--- config.mk ---
export PLATFORM = sky130hd
export DESIGN_NAME = ssd_scan_driver
export DESIGN_NICKNAME = d
export VERILOG_FILES = /design/src/rtl/ssd_scan_driver.sv
export SDC_FILE = /design/constraint.sdc
export NUM_CORES = 1
export LEC_CHECK = 0
export CAP_MARGIN = 5
export CORE_ASPECT_RATIO = 0.8
export CORE_MARGIN = 2
export CORE_UTILIZATION = 30
export CTS_CLUSTER_DIAMETER = 100
export DETAILED_ROUTE_END_ITERATION = 7
export GPL_TIMING_DRIVEN = 0
export PLACE_DENSITY = 0.57
export SLEW_MARGIN = 25
export SYNTH_ARGS = -nofsm -noshare
export SYNTH_HDL_FRONTEND = slang
export SYNTH_SLANG_ARGS = --single-unit
--- constraint.sdc ---
create_clock -name clk -period 2.9 [get_ports clk]
set_input_delay 0.29 -clock clk [delete_from_list [all_inputs] [get_ports clk]]
set_output_delay 0.29 -clock clk [all_outputs]
set_load 0.005 [all_outputs]
--- src/rtl/ssd_scan_driver.sv ---
// Time-multiplexed seven-segment scan driver: shadow-registered display data,
// per-digit refresh timing, leading-zero suppression and registered pin outputs.
module ssd_scan_driver #(
    parameter int NUM_DIGITS     = 4,
    parameter int REFRESH_DIV    = 100000,
    parameter bit ACTIVE_LOW_SEG = 1'b0,
    parameter bit ACTIVE_LOW_AN  = 1'b1
) (
    input  logic                    clk,
    input  logic                    rst_n,
    input  logic [4*NUM_DIGITS-1:0] value,
    input  logic [NUM_DIGITS-1:0]   dp_in,
    input  logic [NUM_DIGITS-1:0]   blank_mask,
    input  logic                    lz_suppress,
    input  logic                    load,
    output logic [6:0]              seg,
    output logic                    dp,
    output logic [NUM_DIGITS-1:0]   an,
    output logic                    frame_done
);

    localparam int IDX_W = (NUM_DIGITS > 1) ? $clog2(NUM_DIGITS) : 1;
    localparam int CNT_W = $clog2(REFRESH_DIV);
    localparam logic [CNT_W-1:0]      CNT_LAST = CNT_W'(REFRESH_DIV - 1);
    localparam logic [IDX_W-1:0]      IDX_LAST = IDX_W'(NUM_DIGITS - 1);
    localparam logic [6:0]            SEG_OFF  = {7{ACTIVE_LOW_SEG}};
    localparam logic                  DP_OFF   = ACTIVE_LOW_SEG;
    localparam logic [NUM_DIGITS-1:0] AN_OFF   = {NUM_DIGITS{ACTIVE_LOW_AN}};

    function automatic logic [6:0] seg7_encode(input logic [3:0] nib);
        case (nib)
            4'h0: seg7_encode = 7'h3F;
            4'h1: seg7_encode = 7'h06;
            4'h2: seg7_encode = 7'h5B;
            4'h3: seg7_encode = 7'h4F;
            4'h4: seg7_encode = 7'h66;
            4'h5: seg7_encode = 7'h6D;
            4'h6: seg7_encode = 7'h7D;
            4'h7: seg7_encode = 7'h07;
            4'h8: seg7_encode = 7'h7F;
            4'h9: seg7_encode = 7'h6F;
            4'hA: seg7_encode = 7'h77;
            4'hB: seg7_encode = 7'h7C;
            4'hC: seg7_encode = 7'h58;
            4'hD: seg7_encode = 7'h5E;
            4'hE: seg7_encode = 7'h79;
            default: seg7_encode = 7'h71;
        endcase
    endfunction

    logic [CNT_W-1:0]        cnt_q, cnt_d;
    logic [IDX_W-1:0]        idx_q, idx_d;
    logic [4*NUM_DIGITS-1:0] val_q, val_d;
    logic [NUM_DIGITS-1:0]   dpm_q, dpm_d;
    logic [NUM_DIGITS-1:0]   bm_q, bm_d;
    logic                    lz_q, lz_d;
    logic [6:0]              seg_q, seg_d;
    logic                    dp_q, dp_d;
    logic [NUM_DIGITS-1:0]   an_q, an_d;
    logic                    fd_q, fd_d;

    logic                    terminal;
    logic                    seen;
    logic [NUM_DIGITS-1:0]   lz_blank;
    logic [NUM_DIGITS-1:0]   onehot;
    logic [3:0]              nib;
    logic                    sel_blank;
    logic                    sel_dp;

    always_comb begin
        terminal  = (cnt_q == CNT_LAST);
        cnt_d     = terminal ? '0 : cnt_q + 1'b1;
        idx_d     = idx_q;
        if (terminal) begin
            idx_d = (idx_q == IDX_LAST) ? '0 : idx_q + 1'b1;
        end
        fd_d      = terminal && (idx_q == IDX_LAST);

        val_d     = load ? value       : val_q;
        dpm_d     = load ? dp_in       : dpm_q;
        bm_d      = load ? blank_mask  : bm_q;
        lz_d      = load ? lz_suppress : lz_q;

        // Walk down from the top digit; a digit stays dark until a non-zero nibble is seen.
        seen      = 1'b0;
        lz_blank  = '0;
        for (int i = NUM_DIGITS - 1; i > 0; i--) begin
            if (val_q[4*i +: 4] != 4'h0) seen = 1'b1;
            lz_blank[i] = lz_q & ~seen;
        end

        nib       = 4'h0;
        onehot    = '0;
        sel_blank = 1'b0;
        sel_dp    = 1'b0;
        for (int i = 0; i < NUM_DIGITS; i++) begin
            if (idx_q == IDX_W'(i)) begin
                nib       = val_q[4*i +: 4];
                onehot[i] = 1'b1;
                sel_blank = bm_q[i] | lz_blank[i];
                sel_dp    = dpm_q[i];
            end
        end

        seg_d = sel_blank ? SEG_OFF : (seg7_encode(nib) ^ SEG_OFF);
        dp_d  = (~sel_blank & sel_dp) ^ DP_OFF;
        an_d  = sel_blank ? AN_OFF : (onehot ^ AN_OFF);
    end

    always_ff @(posedge clk) begin
        if (!rst_n) begin
            cnt_q <= '0;
            idx_q <= '0;
            val_q <= '0;
            dpm_q <= '0;
            bm_q  <= '0;
            lz_q  <= 1'b0;
            seg_q <= SEG_OFF;
            dp_q  <= DP_OFF;
            an_q  <= AN_OFF;
            fd_q  <= 1'b0;
        end else begin
            cnt_q <= cnt_d;
            idx_q <= idx_d;
            val_q <= val_d;
            dpm_q <= dpm_d;
            bm_q  <= bm_d;
            lz_q  <= lz_d;
            seg_q <= seg_d;
            dp_q  <= dp_d;
            an_q  <= an_d;
            fd_q  <= fd_d;
        end
    end

    assign seg        = seg_q;
    assign dp         = dp_q;
    assign an         = an_q;
    assign frame_done = fd_q;

endmodule

### After elaboration in Yosys (flattened, before gate mapping)

Memories as Yosys holds them, arrays and structs flattened. A register that Yosys moved wholly into a read port is not among the register bits.
Cells that the tools add are included.

| word-level totals | value |
|---|---|
| register bits | 50 |
| memory bits (read-only) | 112 |
| input bits | 28 |
| output and inout port bits | 13 |
| word-level logic and storage cells | 56 |
| memories kept | 1 |

Memory list:

| memory | words | width | read ports | clocked after memory_dff | wr ports | line | source |
|---|---|---|---|---|---|---|---|
| (name not given) | 16 | 7 | 1 | 1 | 0 | 31 | `case (nib)` |

| cells by class | value |
|---|---|
| add/sub/neg operators | 2 |
| eq/ne operators | 4 |
| muxes and demuxes | 20 |
| bitwise logic cells | 13 |
| reductions and logical operators | 7 |

Operators with widths:

| operator | number |
|---|---|
| $add 17x1->17 const B | 1 |
| $eq 17x17->1 const B | 1 |
| $mux 4 | 4 |
| $mux 1 | 15 |
| $reduce_bool 4->1 | 3 |
| $not 1->1 | 5 |
| $and 1x1->1 | 4 |
| $eq 2x2->1 const B | 2 |
| $not 4->4 | 1 |
| $reduce_or 2->1 | 2 |
| $or 1x1->1 | 3 |
| $add 2x1->2 const B | 1 |
| $eq 2x1->1 const B | 1 |
| $logic_not 2->1 | 1 |
| $mux 2 | 1 |
| $logic_and 1x1->1 | 1 |

### Logic depth before layout (Yosys ltp)

Gate-level depths: netlist of run 1.

| depth | value |
|---|---|
| depth after elaboration | 12 |
| gate-level depth with buffers | 10 |
| mapped depth without buffers | 9 |

### Worst setup path before layout of run 1

Ideal clock, no wire load.

| timing path | value |
|---|---|
| path type | flip-flop to flip-flop |
| start | reg idx_q[0] |
| end | reg seg_q[4], in the netlist seg[4] |
| setup time | 0.091 ns |
| data arrival time | 1.970 ns |
| data required time | 2.809 ns |
| slack | 0.839 ns |
| cell stages (with the launch flop) | 11 |
| buffers on the path | 1 |
| period minus slack after synthesis | 2.061 ns |
| cell sequence | dfxtp_1 > inv_1 > ha_1 > buf_4 > nor3b_1 > a221o_2 > inv_1 > ha_1 > mux2_2 > nor2_1 > a311oi_1 |

| between the ends | value |
|---|---|
| word-level cells in the longest chain between the ends | 6 |
| elaborated cells on any way between the ends | 13 |
| those cells by class | 3 x eq/ne; 8 x mux; 2 x reduce/logical |

RTL lines:

| item | line | source |
|---|---|---|
| start, declared | 52 | `logic [IDX_W-1:0] idx_q, idx_d;` |
| start signal, assigned | 124 | `idx_q <= idx_d;` |
| $logic_not 2->1 | 97 | `if (idx_q == IDX_W'(i)) begin` |
| $mux 1 (4 in a row) | 97 |  |
| $reduce_or 2->1 (no source line) | - |  |
| end, declared | 57 | `logic [6:0] seg_q, seg_d;` |

Several ways; a longest one is shown, not always the timed one.
A chain may end at the register's enable or synchronous reset.

### Worst setup path in the final report of run 1

Same ends and word-level chain as after synthesis.

==> results of run 1 <==
[final cells by class]
cell class / instances / area [µm²]
clock inverter: 2 / 60.06
sequential: 57 / 1141
inverter: 10 / 37.54
tap: 115 / 143.9
fill: 899 / 5339
buffer: 14 / 95.09
timing repair buffer: 39 / 390.4
clock buffer: 13 / 270.3
multi-input combinational: 197 / 1444
[sequential cells by signal, indices dropped and copies added (netlist names)]
signal	cells
bm_q	4
frame_done	1
dp	1
an	4
lz_q	1
val_q	16
cnt_q	17
idx_q	2
dpm_q	4
seg	7
[per-layer routing]
metal	vias up	wire length, µm	global-route usage (%)
li1	1054	-	-
met1	928	3046	16.52
met2	47	2309	18.40
met3	11	267	4.000
met4	0	127	6.023
met5	-	0	0
[critical path: stages, from the launching register on]
cell and delay, ns:
dfxtp_1 0.34, inv_1 0.10, ha_1 0.35, nand3b_1 0.15, a221oi_2 0.54, inv_1 0.22
ha_1 0.25, mux2_2 0.25, nor2_1 0.11, a311oi_1 0.07
[worst paths after layout]
kind | from | endpoint | slack (ns) | cells past startpoint
setup / recovery | idx_q[0] | seg[4] | 0.37 | 9
hold / removal | dpm_q[3] | dp | 0.46 | 2
setup reg to reg | idx_q[0] | seg[4] | 0.37 | 9
hold reg to reg | dpm_q[3] | dp | 0.46 | 2
[cell families (layout without fill, tap and decap cells)]
logic type                 count (synthesis)  count (layout)  share of synthesized area [%]
and+or+nand+nor                          108             108                          22.28
DFF                                       57              57                          41.99
muxes                                     34              34                          12.57
AOI/OAI and AO/OA                         28              28                          7.919
buffers and inverters                     24              78                          4.880
xor gates and xnor gates                  15              15                          4.834
adders and majority gates                 12              12                          5.525
[cell usage after synthesis]
cell / count / area share, %
buf_2: 4 / 0.74
nor3_4: 1 / 0.60
or3_4: 1 / 0.41
nand2b_1: 4 / 0.92
a21o_2: 1 / 0.32
nor3b_1: 3 / 0.83
a221oi_2: 2 / 1.1
mux2i_1: 33 / 12
nand2_1: 14 / 1.9
buf_4: 2 / 0.55
nor2_1: 27 / 3.7
dfxtp_1: 57 / 42
and4_1: 3 / 0.97
a211o_1: 2 / 0.64
clkbuf_1: 4 / 0.55
and2_1: 2 / 0.46
a221o_1: 2 / 0.74
xnor2_1: 7 / 2.3
and3b_1: 1 / 0.32
nand4_1: 5 / 1.2
a21oi_1: 7 / 1.3
xor2_1: 8 / 2.6
nor3b_2: 1 / 0.46
a221o_2: 1 / 0.41
nand3b_1: 4 / 1.1
a311oi_1: 2 / 0.64
mux2_2: 1 / 0.41
nor2b_1: 27 / 6.2
a211oi_2: 1 / 0.46
nand3_1: 4 / 0.74
buf_6: 4 / 1.7
o21ai_0: 5 / 0.92
a21boi_1: 1 / 0.28
inv_1: 10 / 1.4
ha_1: 12 / 5.5
and3_1: 1 / 0.23
nor4bb_1: 1 / 0.37
nor4_1: 4 / 0.92
a211oi_1: 4 / 1.1
nor3_1: 5 / 0.92
[through the flow]
| stage | worst slack, ns | total power, W |
|---|---|---|
| after floorplan | 0.8393 | 0.0009607 |
| after global placement | 0.4480 | 0.001047 |
| after detailed placement | 0.4023 | 0.001050 |
| after CTS | 0.4037 | 0.002218 |
| after global routing | 0.1778 | 0.002276 |
| final | 0.3718 | 0.002191 |
[where the power goes]
group,total (W),internal [W],switching (W)
Combinational,0.000190,0.000109,0.0000813
Clock,0.00116,0.000816,0.000342
Sequential,0.000843,0.000821,0.0000224
Total,0.00219,0.00175,0.000446
==> results by group, run 1 <==
Outcome
  • Status: complete, no violations

Clocking
  • CTS Hold Buffers Added: 0
  • Reg clk slew, reported paths: 0.05 ns
  • Clock Tree Buf Depth: 2
  • CTS Buf Count: 9
  • TritonCTS clock tree: done
  • Skew-Pair Late Insertion Delay: 0.33 ns
  • Cells resized by post-CTS repair: 0
  • Htree depth: 3
  • CTS Root Cell: clkbuf_16
  • Setup repair bufs after CTS: 0
  • CTS sink cnt: 57

Die
  • Starting density of the core: 30.46%
  • # rows: 31
  • # IOs: 41
  • Die height: 89.13 µm
  • Die ar.: 9841 µm²
  • Die Wd: 110.4 µm
  • Floorplan core area: 8921 µm²

Routing
  • Drt pass-1 iters: 4
  • Vias after detailed routing: 2040
  • Post-DR vias/cell: 4.564
  • Routed len/inst: 12.86 µm
  • DRT iter0 DRCs: 45
  • DRT antenna net count: 0
  • Final WL: 5.749 mm
  • Drt drc: 0

STA
  • Clock skew: 0.007171 ns
  • Max-slew violation count: 0
  • Tightest Pin Transition: 0.5951 ns
  • TNS Setup: 0 ns
  • RSZ-0062 raised after global routing: no
  • Fmax: 395.5 MHz
  • Final period util: 87.18%
  • Endpoints failing hold: 0
  • Rel. slew slack: 59.96%
  • Hold slack: 0.4643 ns
  • Minimum clock period: 2.528 ns
  • Final setup violation count: 0

Final layout
  • Layout Cells excl Fill: 447
  • Most common cell after layout, fill and taps aside: dfxtp_1
  • Most frequent cells in the layout: dfxtp_1, clkdlybuf4s50_1, mux2i_1, nor2_1, nor2b_1
  • Fin nets: 368
  • Finished Core Util: 40.15%
  • # diodes: 0
  • Fraction of layout cells with a size suffix above 1: 9.940%
  • Area delta synth->final: 31.81%
  • Design area: 3582 µm²

Setup path
  • Arrival time worst endpoint: 2.70 ns
  • Worst Setup End Kind: register
  • Worst-path fanout max: 7
  • CP startpoint kind: register
  • WS Path Type: register to register
  • Worst Path Required: 3.07 ns

Power
  • Lkg Pwr: 1.437 nW
  • Power per cell area: 611.7 nW/µm²
  • Maximum vdd ir drop: 0.2664 mV

Logic synthesis
  • Cell Area, Synth: 2718 µm²
  • Sequential share of the synthesized area: 41.99%
  • Cells after Synth: 278
  • Synthesized flop and latch total: 57
  • Post-synth cell types: 40
  • Net Count, Synth: 318
  • Syn. warnings: 0
  • Mapped Avg Cell Area: 9.776 µm²

Global route
  • Pin count of the biggest net entering global routing: 11
  • Vias in the first global route: 1943
  • Antenna violations before repair: 0
  • Total gr overflow: 0
  • GRT Total Usage: 12.43%
  • First-pass GRT wire length: 9.508 mm

Placement
  • Detail Placement HPWL: 4.309 mm
  • Dpl cell area: 3252 µm²
  • Routability-driven placement congestion ratio: 0.8187
  • IO Port Bufs: 39
  • Placed Cells: 432

Min path
  • Hold Crit Class: register to register

Flow run
  • Max cap viols: 0
Power figures use the tool's default switching activity.
==> run 2, diff against run 1 <==
CTS_CLUSTER_SIZE = 30   (was default)
SKIP_LAST_GASP = 1   (was default)
==> results of run 2 <==
No change in the layout: final DEF, timing and power equal those of run 1.
